--- config.mk ---
export PLATFORM = sky130hd
export DESIGN_NAME = pixel_palette_pipe
export DESIGN_NICKNAME = d
export VERILOG_FILES = /design/src/rtl/pixel_palette_pipe.sv
export SDC_FILE = /design/constraint.sdc
export NUM_CORES = 1
export LEC_CHECK = 0
export ABC_AREA = 0
export ABC_CLOCK_PERIOD_IN_PS = 2200
export CAP_MARGIN = 40
export CORE_MARGIN = 3
export CORE_UTILIZATION = 52
export CTS_CLUSTER_SIZE = 14
export DETAILED_ROUTE_END_ITERATION = 7
export GPL_TIMING_DRIVEN = 1
export PLACE_DENSITY = 0.69
export SYNTH_ARGS = -nofsm -noshare
export SYNTH_HDL_FRONTEND = slang
export SYNTH_SLANG_ARGS = --single-unit
--- constraint.sdc ---
create_clock -name i_clk -period 2.2 [get_ports i_clk]
set_input_delay 0.44 -clock i_clk [delete_from_list [all_inputs] [get_ports i_clk]]
set_output_delay 0.44 -clock i_clk [all_outputs]
set_load 0.05 [all_outputs]
--- src/rtl/pixel_palette_pipe.sv ---
// pixel_palette_pipe
//   Two-stage colour lookup between tile/sprite fetch and the VGA output
//   registers. A layer select plus a character or map palette index becomes
//   8-bit R/G/B, two clocks after the request. Both palettes are register
//   arrays that can be rewritten while the display is blanked. A
//   frame-counted blink substitutes BLINK_RGB on the character layer.
// Ports
//   i_clk, i_rst             clock, synchronous active-high reset
//   i_valid, i_mem_select    pixel request and layer (11 char, 01 map, else blank)
//   i_address_char/_map      palette indices
//   i_frame_start            one pulse per frame, drives the blink counter
//   i_blink_en               enable blink substitution on the character layer
//   i_blank                  blanking interval; writes are only taken here
//   i_wr_*                   palette write request
//   o_wr_ready, o_wr_err     write accepted / accepted write was out of range
//   o_valid, o_VGA_R/G/B     registered pixel output
module pixel_palette_pipe #(
  parameter int          CHAR_DEPTH   = 16,
  parameter int          MAP_DEPTH    = 4,
  parameter int          CHAR_AW      = 8,
  parameter int          MAP_AW       = 5,
  parameter int          BLINK_FRAMES = 16,
  parameter logic [23:0] BLINK_RGB    = 24'hFFFFFF
) (
  input  logic               i_clk,
  input  logic               i_rst,
  input  logic               i_valid,
  input  logic [1:0]         i_mem_select,
  input  logic [CHAR_AW-1:0] i_address_char,
  input  logic [MAP_AW-1:0]  i_address_map,
  input  logic               i_frame_start,
  input  logic               i_blink_en,
  input  logic               i_blank,
  input  logic               i_wr_en,
  input  logic               i_wr_layer,
  input  logic [7:0]         i_wr_addr,
  input  logic [23:0]        i_wr_rgb,
  output logic               o_wr_ready,
  output logic               o_wr_err,
  output logic               o_valid,
  output logic [7:0]         o_VGA_R,
  output logic [7:0]         o_VGA_G,
  output logic [7:0]         o_VGA_B
);

  localparam int FCW = $clog2(BLINK_FRAMES + 1);

  function automatic logic [23:0] char_dflt(input int k);
    case (k)
      0:       return 24'hFFFF00;
      1:       return 24'hFFCC00;
      2:       return 24'hFF9900;
      3:       return 24'hCC9900;
      4:       return 24'hFF0000;
      5:       return 24'hFF6600;
      6:       return 24'hFF5050;
      7:       return 24'hCC0000;
      default: return 24'h00FF00;
    endcase
  endfunction

  function automatic logic [23:0] map_dflt(input int k);
    case (k)
      0:       return 24'h000000;
      1:       return 24'hA6A6A6;
      default: return 24'h0000FF;
    endcase
  endfunction

  logic [23:0] char_pal_q [CHAR_DEPTH];
  logic [23:0] char_pal_d [CHAR_DEPTH];
  logic [23:0] map_pal_q  [MAP_DEPTH];
  logic [23:0] map_pal_d  [MAP_DEPTH];

  logic               s1_valid_q, s1_valid_d;
  logic [1:0]         s1_sel_q, s1_sel_d;
  logic [CHAR_AW-1:0] s1_char_q, s1_char_d;
  logic [MAP_AW-1:0]  s1_map_q, s1_map_d;
  logic               s1_blink_q, s1_blink_d;
  logic               valid_q, valid_d;
  logic [23:0]        rgb_q, rgb_d;
  logic [FCW-1:0]     fcnt_q, fcnt_d;
  logic               phase_q, phase_d;
  logic               wr_ready_q, wr_ready_d;
  logic               wr_err_q, wr_err_d;

  logic        wr_acc;
  logic [23:0] rd_char, rd_map, pix_rgb;

  always_comb begin
    char_pal_d = char_pal_q;
    map_pal_d  = map_pal_q;
    wr_err_d   = 1'b0;
    wr_ready_d = i_blank;
    wr_acc     = i_wr_en & wr_ready_q;

    // Decoded writes keep the address compare explicit so out-of-range
    // addresses simply match no entry.
    if (wr_acc) begin
      if (i_wr_layer) begin
        if (int'(i_wr_addr) >= CHAR_DEPTH) wr_err_d = 1'b1;
        for (int k = 0; k < CHAR_DEPTH; k++)
          if (int'(i_wr_addr) == k) char_pal_d[k] = i_wr_rgb;
      end else begin
        if (int'(i_wr_addr) >= MAP_DEPTH) wr_err_d = 1'b1;
        for (int k = 0; k < MAP_DEPTH; k++)
          if (int'(i_wr_addr) == k) map_pal_d[k] = i_wr_rgb;
      end
    end

    // Stage 1: capture the request; blink uses the phase before any toggle
    // caused by a frame pulse in this same cycle.
    s1_valid_d = i_valid;
    s1_sel_d   = i_mem_select;
    s1_char_d  = i_address_char;
    s1_map_d   = i_address_map;
    s1_blink_d = i_blink_en & phase_q & (i_mem_select == 2'b11);

    // Blink frame counter, free running.
    fcnt_d  = fcnt_q;
    phase_d = phase_q;
    if (i_frame_start) begin
      if (fcnt_q == FCW'(BLINK_FRAMES - 1)) begin
        fcnt_d  = '0;
        phase_d = ~phase_q;
      end else begin
        fcnt_d = fcnt_q + 1'b1;
      end
    end

    // Stage 2: palette read from current register contents, so a write
    // landing on the same edge is seen only by the following pixel.
    rd_char = 24'h00FF00;
    for (int k = 0; k < CHAR_DEPTH; k++)
      if (int'(s1_char_q) == k) rd_char = char_pal_q[k];
    rd_map = 24'h0000FF;
    for (int k = 0; k < MAP_DEPTH; k++)
      if (int'(s1_map_q) == k) rd_map = map_pal_q[k];

    case (s1_sel_q)
      2'b11:   pix_rgb = s1_blink_q ? BLINK_RGB : rd_char;
      2'b01:   pix_rgb = rd_map;
      default: pix_rgb = 24'h000000;
    endcase

    valid_d = s1_valid_q;
    rgb_d   = s1_valid_q ? pix_rgb : 24'h000000;
  end

  always_ff @(posedge i_clk) begin
    if (i_rst) begin
      for (int k = 0; k < CHAR_DEPTH; k++) char_pal_q[k] <= char_dflt(k);
      for (int k = 0; k < MAP_DEPTH; k++)  map_pal_q[k]  <= map_dflt(k);
      s1_valid_q <= 1'b0;
      s1_sel_q   <= 2'b00;
      s1_char_q  <= '0;
      s1_map_q   <= '0;
      s1_blink_q <= 1'b0;
      valid_q    <= 1'b0;
      rgb_q      <= 24'h000000;
      fcnt_q     <= '0;
      phase_q    <= 1'b0;
      wr_ready_q <= 1'b0;
      wr_err_q   <= 1'b0;
    end else begin
      char_pal_q <= char_pal_d;
      map_pal_q  <= map_pal_d;
      s1_valid_q <= s1_valid_d;
      s1_sel_q   <= s1_sel_d;
      s1_char_q  <= s1_char_d;
      s1_map_q   <= s1_map_d;
      s1_blink_q <= s1_blink_d;
      valid_q    <= valid_d;
      rgb_q      <= rgb_d;
      fcnt_q     <= fcnt_d;
      phase_q    <= phase_d;
      wr_ready_q <= wr_ready_d;
      wr_err_q   <= wr_err_d;
    end
  end

  assign o_wr_ready = wr_ready_q;
  assign o_wr_err   = wr_err_q;
  assign o_valid    = valid_q;
  assign o_VGA_R    = rgb_q[23:16];
  assign o_VGA_G    = rgb_q[15:8];
  assign o_VGA_B    = rgb_q[7:0];

endmodule

==> out/qor.yml, run 1 <==
cts:
  cts.clk_slew.worst_paths_ps: 60
  cts_buffer_depth: 3
  cts.sink_count: 530
  cts_tree: "done"
  clk_latency_ps: 630
  h-tree-depth: 2
  cts_root_buf: "clkbuf_16"
  cts-buffers-inserted: 56
synth:
  ys_warn_count: 0
  synth_edf_count: 0
  syn_area_per_cell_um2: 7.782
  ys_seq_area_share_pct: 44.91
  synth_flop_cell: "dfxtp_1"
  synthCells: 3036
  ys_ff_latch: 530
  synthDistinctLibCells: 72
  syn_area_um2: 23630
  async_reset_ff_share_pct: 0
  synth_nets: 3092
power_and_ir_drop:
  vdd_drop_max_mv: 0.6361
  powerDensity_nw_per_um2: 718.1
  p_leak_nw: 11.43
detailed_routing:
  vias: 24100
  drt_iter0_drc: 3229
  drcViolationCount: 0
  wl_per_cell_um: 24.52
  ant_nets: 0
  drt-total-wl_um: 94600
  firstDrtPassIters: 6
  viasPerCell: 6.245
final_layout:
  nFillCells: 3746
  fin_nets: 3275
  drive_gt1_share_pct: 18.22
  syn2layout_area_growth_pct: 26.27
  diodes: 0
  final_util_pct: 67.02
worst_setup_path:
  cp.arrival_ps: 2950
  critical_path_class: "reg -> reg"
  rr_startpoint: "s1_char_q[7]"
  critPathLaunchType: "register"
  endpoint_kind: "register"
  reg2reg_depth: 9
  path_max_fanout: 5
  r2r_end: "rgb_q[21]"
  cp.required_ps: 2740
  r2r_setup_slack_ps: -210
placement:
  gp_congestion: 0.9797
  portBuffers: 81
  post-dp-hpwl_um: 59910
grt:
  grt_pass1_wl_um: 139500
  grt.overflow.total: 0
  grtUsageTotal_pct: 38.32
  antenna_found_initial: 1
  grt_max_degree: 219
  grt_pass1_vias: 22540
run_status:
  status: "finished, violations left"
  violations: "setup timing"
timing:
  setup_viol: 19
  skew_ps: 13.42
  rsz0062_at_grt: "yes"
  fin_crit_ps: 2409
  report.final.slew_viol_count: 0
  tightestPinTransition_ps: 1167
  period_share_pct: 109.5
  hold_violations: 0
  timing.setup.tns_ps: -1932
  timing.fmax_mhz: 415.1
  max-slew-margin-rel_pct: 22.21
  fin_ws_ps: -209.1
hold_path:
  hold_depth: 3
  worstHoldStart: "i_rst"
  min_to: "s1_map_q[0]"
  hp-class: "in -> reg"
floorplan:
  die_x_um: 219.2
  fp.dieArea_um2: 48030
  rows: 77
  io_pins: 82
  start_util_pct: 53.08
  die_h_um: 219.2
  core-area_um2: 44510
run:
  maxCapViolCount: 0
==> cell families after synthesis <==
| kind of cell | count (synthesis) | share of synthesized area, % |
|---|---|---|
| AND/OR/NAND/NOR | 1456 | 27.81 |
| adder cells (fa/ha/maj) | 1 | 0.05295 |
| XOR/XNOR | 2 | 0.07415 |
| flip-flops | 530 | 44.91 |
| AO/OA/AOI/OAI | 659 | 16.43 |
| multiplexers | 106 | 5.730 |
| buffers and inverters | 282 | 4.999 |
==> sequential cells by signal (all words and copies together) (netlist names) <==
| register | count |
|---|---|
| char_pal_q | 384 |
| fcnt_q | 5 |
| map_pal_q | 96 |
| o_valid | 1 |
| o_wr_err | 1 |
| o_wr_ready | 1 |
| phase_q | 1 |
| rgb_q | 24 |
| s1_blink_q | 1 |
| s1_char_q | 8 |
| s1_map_q | 5 |
| s1_sel_q | 2 |
| s1_valid_q | 1 |
==> cells in the mapped netlist, drive strengths merged (16+ instances only) <==
master / n / area [µm²]
o221ai: 16 / 140.1
nor2b: 33 / 206.5
buf: 84 / 437.9
mux2i: 52 / 520.5
nand2: 1038 / 3896
o21ai: 70 / 350.3
mux2: 34 / 382.9
dfxtp: 530 / 10610
nand2b: 16 / 100.1
clkbuf: 189 / 709.4
a21oi: 397 / 1987
nand3b: 181 / 1359
nand3: 24 / 120.1
mux4: 20 / 450.4
nor2: 91 / 404.2
nor3: 26 / 152.7
o22ai: 32 / 200.2
==> critical path: stages (launching register included) <==
cell	delay, ps
dfxtp_4	380
or4_4	660
buf_6	180
nor3_4	210
buf_12	150
buf_6	110
buf_6	110
a21oi_2	60
a2bb2oi_2	220
o22ai_2	240
==> routing by layer <==
layer / routed length (µm) / track usage (%)
met1: 37500 / 52.12
met2: 41330 / 58.18
met3: 10380 / 7.242
met4: 5392 / 19.72
met5: 0 / 0
==> worst max path at each step <==
stage / depth (start not counted) / end / startpoint
2_1_floorplan: 7 / char_pal_q[100] / o_wr_ready
3_3_place_gp: 7 / char_pal_q[92] / i_wr_addr[5]
4_1_cts: 6 / rgb_q[0] / s1_char_q[6]
3_5_place_dp: 8 / char_pal_q[151] / i_wr_addr[5]
6_report: 9 / rgb_q[21] / s1_char_q[7]
5_1_grt: 10 / rgb_q[7] / s1_char_q[7]
==> metrics by stage <==
step / worst slack [ps] / cells / hold slack (ps) / cell area [µm²] / power (mW)
3_5_place_dp: -396.4 / 3720 / 442.5 / 26890 / 11.54
5_1_grt: -201.9 / 3858 / 152.0 / 29830 / 21.88
4_1_cts: -152.1 / 3843 / 143.8 / 29260 / 21.31
2_1_floorplan: 74.32 / 3036 / 429.4 / 23630 / 10.68
3_3_place_gp: -374.9 / 3720 / 436.8 / 26890 / 11.53
6_report: -209.1 / 3858 / 163.5 / 29830 / 21.42
==> cell type report <==
class	instances	area, µm²	share of cell area (%)
inverter	9	33.78	0.1132
multi-input combinational	2225	12430	41.68
tap	592	740.7	2.483
sequential	530	10640	35.66
timing repair buffer	397	4084	13.69
clock buffer	83	1654	5.545
clock inverter	22	246.5	0.8262
==> placed cells by master (no fill, tap or decap), drive strengths merged, types with 12 or more instances in the layout <==
cell type / instances
buf: 316
a221oi: 15
clkbuf: 84
nor3: 26
nand2: 1038
mux2i: 52
mux2: 34
a22oi: 15
a211oi: 15
mux4: 20
nand2b: 16
inv: 12
dfxtp: 530
clkdlybuf4s50: 59
nand3b: 181
a31oi: 13
nand3: 24
dlymetal6s2s: 14
clkinv: 13
o221ai: 16
nor2b: 33
o22ai: 32
nor2: 91
o21ai: 70
a21oi: 397
==> power breakdown <==
| part | internal, mW | total [mW] | switching [mW] | leakage [nW] |
|---|---|---|---|---|
| clock network | 5.78 | 9.85 | 4.07 | 0.946 |
| logic | 0.732 | 1.91 | 1.18 | 6.20 |
| registers | 9.62 | 9.66 | 0.0440 | 4.28 |
==> what timing repair did <==
action,4_1_cts,5_1_grt
endpoints found under the hold margin,0,0
pin swaps,31,46
endpoints found under the setup margin,31,38
gates resized for setup,78,108
cloned,2,2
hold buffers,0,0
setup buffers,17,17
Note: power is estimated with default switching activity, not from simulation.
==> run 2: changes to the inputs <==
--- a/config.mk
+++ b/config.mk
@@ -5,15 +5,14 @@
 export SDC_FILE = /design/constraint.sdc
 export NUM_CORES = 1
 export LEC_CHECK = 0
-export ABC_AREA = 0
+export ABC_AREA = 1
 export ABC_CLOCK_PERIOD_IN_PS = 2200
 export CAP_MARGIN = 40
 export CORE_MARGIN = 3
-export CORE_UTILIZATION = 52
+export CORE_UTILIZATION = 40
 export CTS_CLUSTER_SIZE = 14
 export DETAILED_ROUTE_END_ITERATION = 7
 export GPL_TIMING_DRIVEN = 1
-export PLACE_DENSITY = 0.69
 export SYNTH_ARGS = -nofsm -noshare
 export SYNTH_HDL_FRONTEND = slang
 export SYNTH_SLANG_ARGS = --single-unit
==> run 2 against run 1 <==
Effect of this change:
- the run still ends with setup timing left
- first-iteration DRC count shrank 35%
- area after synthesis shrank 8.3%
- maximum frequency grew 0.68%
- clock-buffer cell count grew 1
- global-route usage shrank 12 points
- critical path type unchanged
- critical endpoint is now rgb_q[1]
==> out/qor.yml, run 2 <==
final_layout:
  layout_common_cells: "522 x dfxtp_1, 494 x nand2_1, 340 x a21oi_1"
  finalNonFillerCells: 3780
  drive_gt1_share_pct: 16.92
  syn2layout_area_growth_pct: 27.30
  final_util_pct: 51.95
  fin_nets: 3103
  finish.instance_area_um2: 27570
  largest_reg_flops: 384
  top_register: "char_pal_q"
  largestRegisters: "char_pal_q x384, map_pal_q x96, rgb_q x24"
  final_common_cell: "dfxtp_1"
timing:
  setup_viol: 21
  holdWs_ps: 336.3
  report.final.slew_viol_count: 0
  period_share_pct: 108.8
  hold_violations: 0
  max-slew-margin-rel_pct: 42.50
  tightestPinTransition_ps: 853.5
  fin_crit_ps: 2393
  timing.setup.tns_ps: -1205
  rsz0062_at_grt: "yes"
  skew_ps: 22.39
  fin_ws_ps: -192.8
  timing.fmax_mhz: 417.9
placement:
  dp_slack_ps: -304.0
  post-dp-hpwl_um: 52730
  portBuffers: 81
  dpl_cell_area_um2: 24810
  place_inst: 3641
  gp_congestion: 0.9229
detailed_routing:
  vias: 20860
  drt_iter0_drc: 2084
  wl_per_cell_um: 20.55
  firstDrtPassIters: 6
  drcViolationCount: 0
  ant_nets: 0
  drt-total-wl_um: 77660
  viasPerCell: 5.518
synth:
  ys_top_cells_by_count: "530 x dfxtp_1, 516 x nand2_1, 354 x a21oi_1"
  async_reset_ff_share_pct: 0
  yosys.area.top_type_share_pct: 48.99
  synth_most_common_cell: "dfxtp_1"
  synthDistinctLibCells: 33
  syn_area_per_cell_um2: 7.563
  synthCells: 2864
  ys_ff_latch: 530
  ys_top_cells_by_area: "dfxtp_1 49%, nand2_1 8.9%, a21oi_1 8.2%"
  yosys.area.top_type: "dfxtp_1"
  synth_flop_cell: "dfxtp_1"
  ys_seq_area_share_pct: 48.99
  synth_edf_count: 0
  ys_warn_count: 0
  syn_area_um2: 21660
  synth_nets: 2920
run_status:
  status: "finished, violations left"
  violations: "setup timing"
power_and_ir_drop:
  p_total_mw: 20.55
  vdd_drop_max_mv: 0.5405
  powerDensity_nw_per_um2: 745.2
  p_leak_nw: 12.02
worst_setup_path:
  path_max_fanout: 5
  endpoint_kind: "register"
  cp.required_ps: 2690
  r2r_setup_slack_ps: -190
  path_common_cell: "nand2_1"
  critPathLaunchType: "register"
  critical_path_class: "reg -> reg"
  cpMaxStageDelayCell: "dfxtp_2"
  critPathMaxStageDelay_ps: 320
  critPathTopFamily: "simple AND/OR/NAND/NOR gates"
  cp_cell_sequence: "nor2_2, nand2_2, buf_8, nor2_4, buf_6, nand2_4, or2_2, nand2_1, nand4_1, nor2_1, nand3_1, nand2_1, nand3_1, nand2_1, a21oi_2"
  path_buf_inv: 2
  cp.arrival_ps: 2880
grt:
  grt_max_degree: 93
  grt_pass1_vias: 19020
  grt_pass1_wl_um: 115700
  antenna_found_initial: 1
  grtUsageTotal_pct: 26.31
  grt.overflow.total: 0
cts:
  cts_root_buf: "clkbuf_16"
  cts.clk_slew.worst_paths_ps: 60
  h-tree-depth: 2
  hold_buffers: 0
  cts_tree: "done"
  cts-buffers-inserted: 55
  cts_buffer_depth: 3
  clk_latency_ps: 620
  cts.sink_count: 530
hold_path:
  hp-class: "in -> reg"
floorplan:
  io_pins: 82
  start_util_pct: 40.81
  die_h_um: 238.7
  core-area_um2: 53080
  die_x_um: 238.7
  fp.dieArea_um2: 56980
  rows: 84
run:
  maxCapViolCount: 0
## run 2: worst register-to-register path: stages (launching register included)
cell     delay, ps
dfxtp_2        320
nor2_2         120
nand2_2         80
buf_8          150
nor2_4         170
buf_6          180
nand2_4         90
or2_2          290
nand2_1         80
nand4_1        160
nor2_1         150
nand3_1        160
nand2_1        110
nand3_1         70
nand2_1         80
a21oi_2         50
## run 2: area by class of cell
| class | instances | area [µm²] |
|---|---|---|
| Inverter | 277 | 1087 |
| Sequential cell | 530 | 10620 |
| Clock buffer | 84 | 1645 |
| Clock inverter | 17 | 177.7 |
| Antenna cell | 1 | 2.502 |
| Multi-Input combinational cell | 1841 | 9666 |
| Tap cell | 688 | 860.8 |
| Timing Repair Buffer | 342 | 3513 |
| Fill cell | 4916 | 25500 |
## run 2: timing repair
item	in CTS	in global routing
gates resized for setup	80	133
setup endpoints to repair	49	25
buffers inserted	14	22
pin swaps	21	65
gates cloned	0	4
## run 2: kinds of logic after synthesis
kind of cell    after synthesis  share of synthesized area, %
flops                       530                         48.99
simple gates                915                         18.17
compound gates              922                         23.88
buf+inv                     496                         8.902
fa+ha+maj                     1                       0.05776
## run 2: final timing paths
check,startpoint,endpoint,cells past startpoint
max,s1_char_q[4],rgb_q[1],15
min,i_address_char[4],s1_char_q[4],3
max reg2reg,s1_char_q[4],rgb_q[1],15
min reg2reg,map_pal_q[10],map_pal_q[10],2
## run 2: power breakdown
| group | internal [mW] | switching, mW |
|---|---|---|
| registers | 9.63 | 0.0177 |
| logic | 0.511 | 0.952 |
| clock network | 5.49 | 3.95 |
| total | 15.6 | 4.92 |
## run 2: per-layer routing
layer / vias up / share of wire (%) / global-route usage [%]
li1: 10020 / - / -
met1: 9830 / 44 / 36.86
met2: 863 / 44 / 39.76
met3: 147 / 8.5 / 5.480
met4: 0 / 4.1 / 10.34
met5: - / 0 / 0
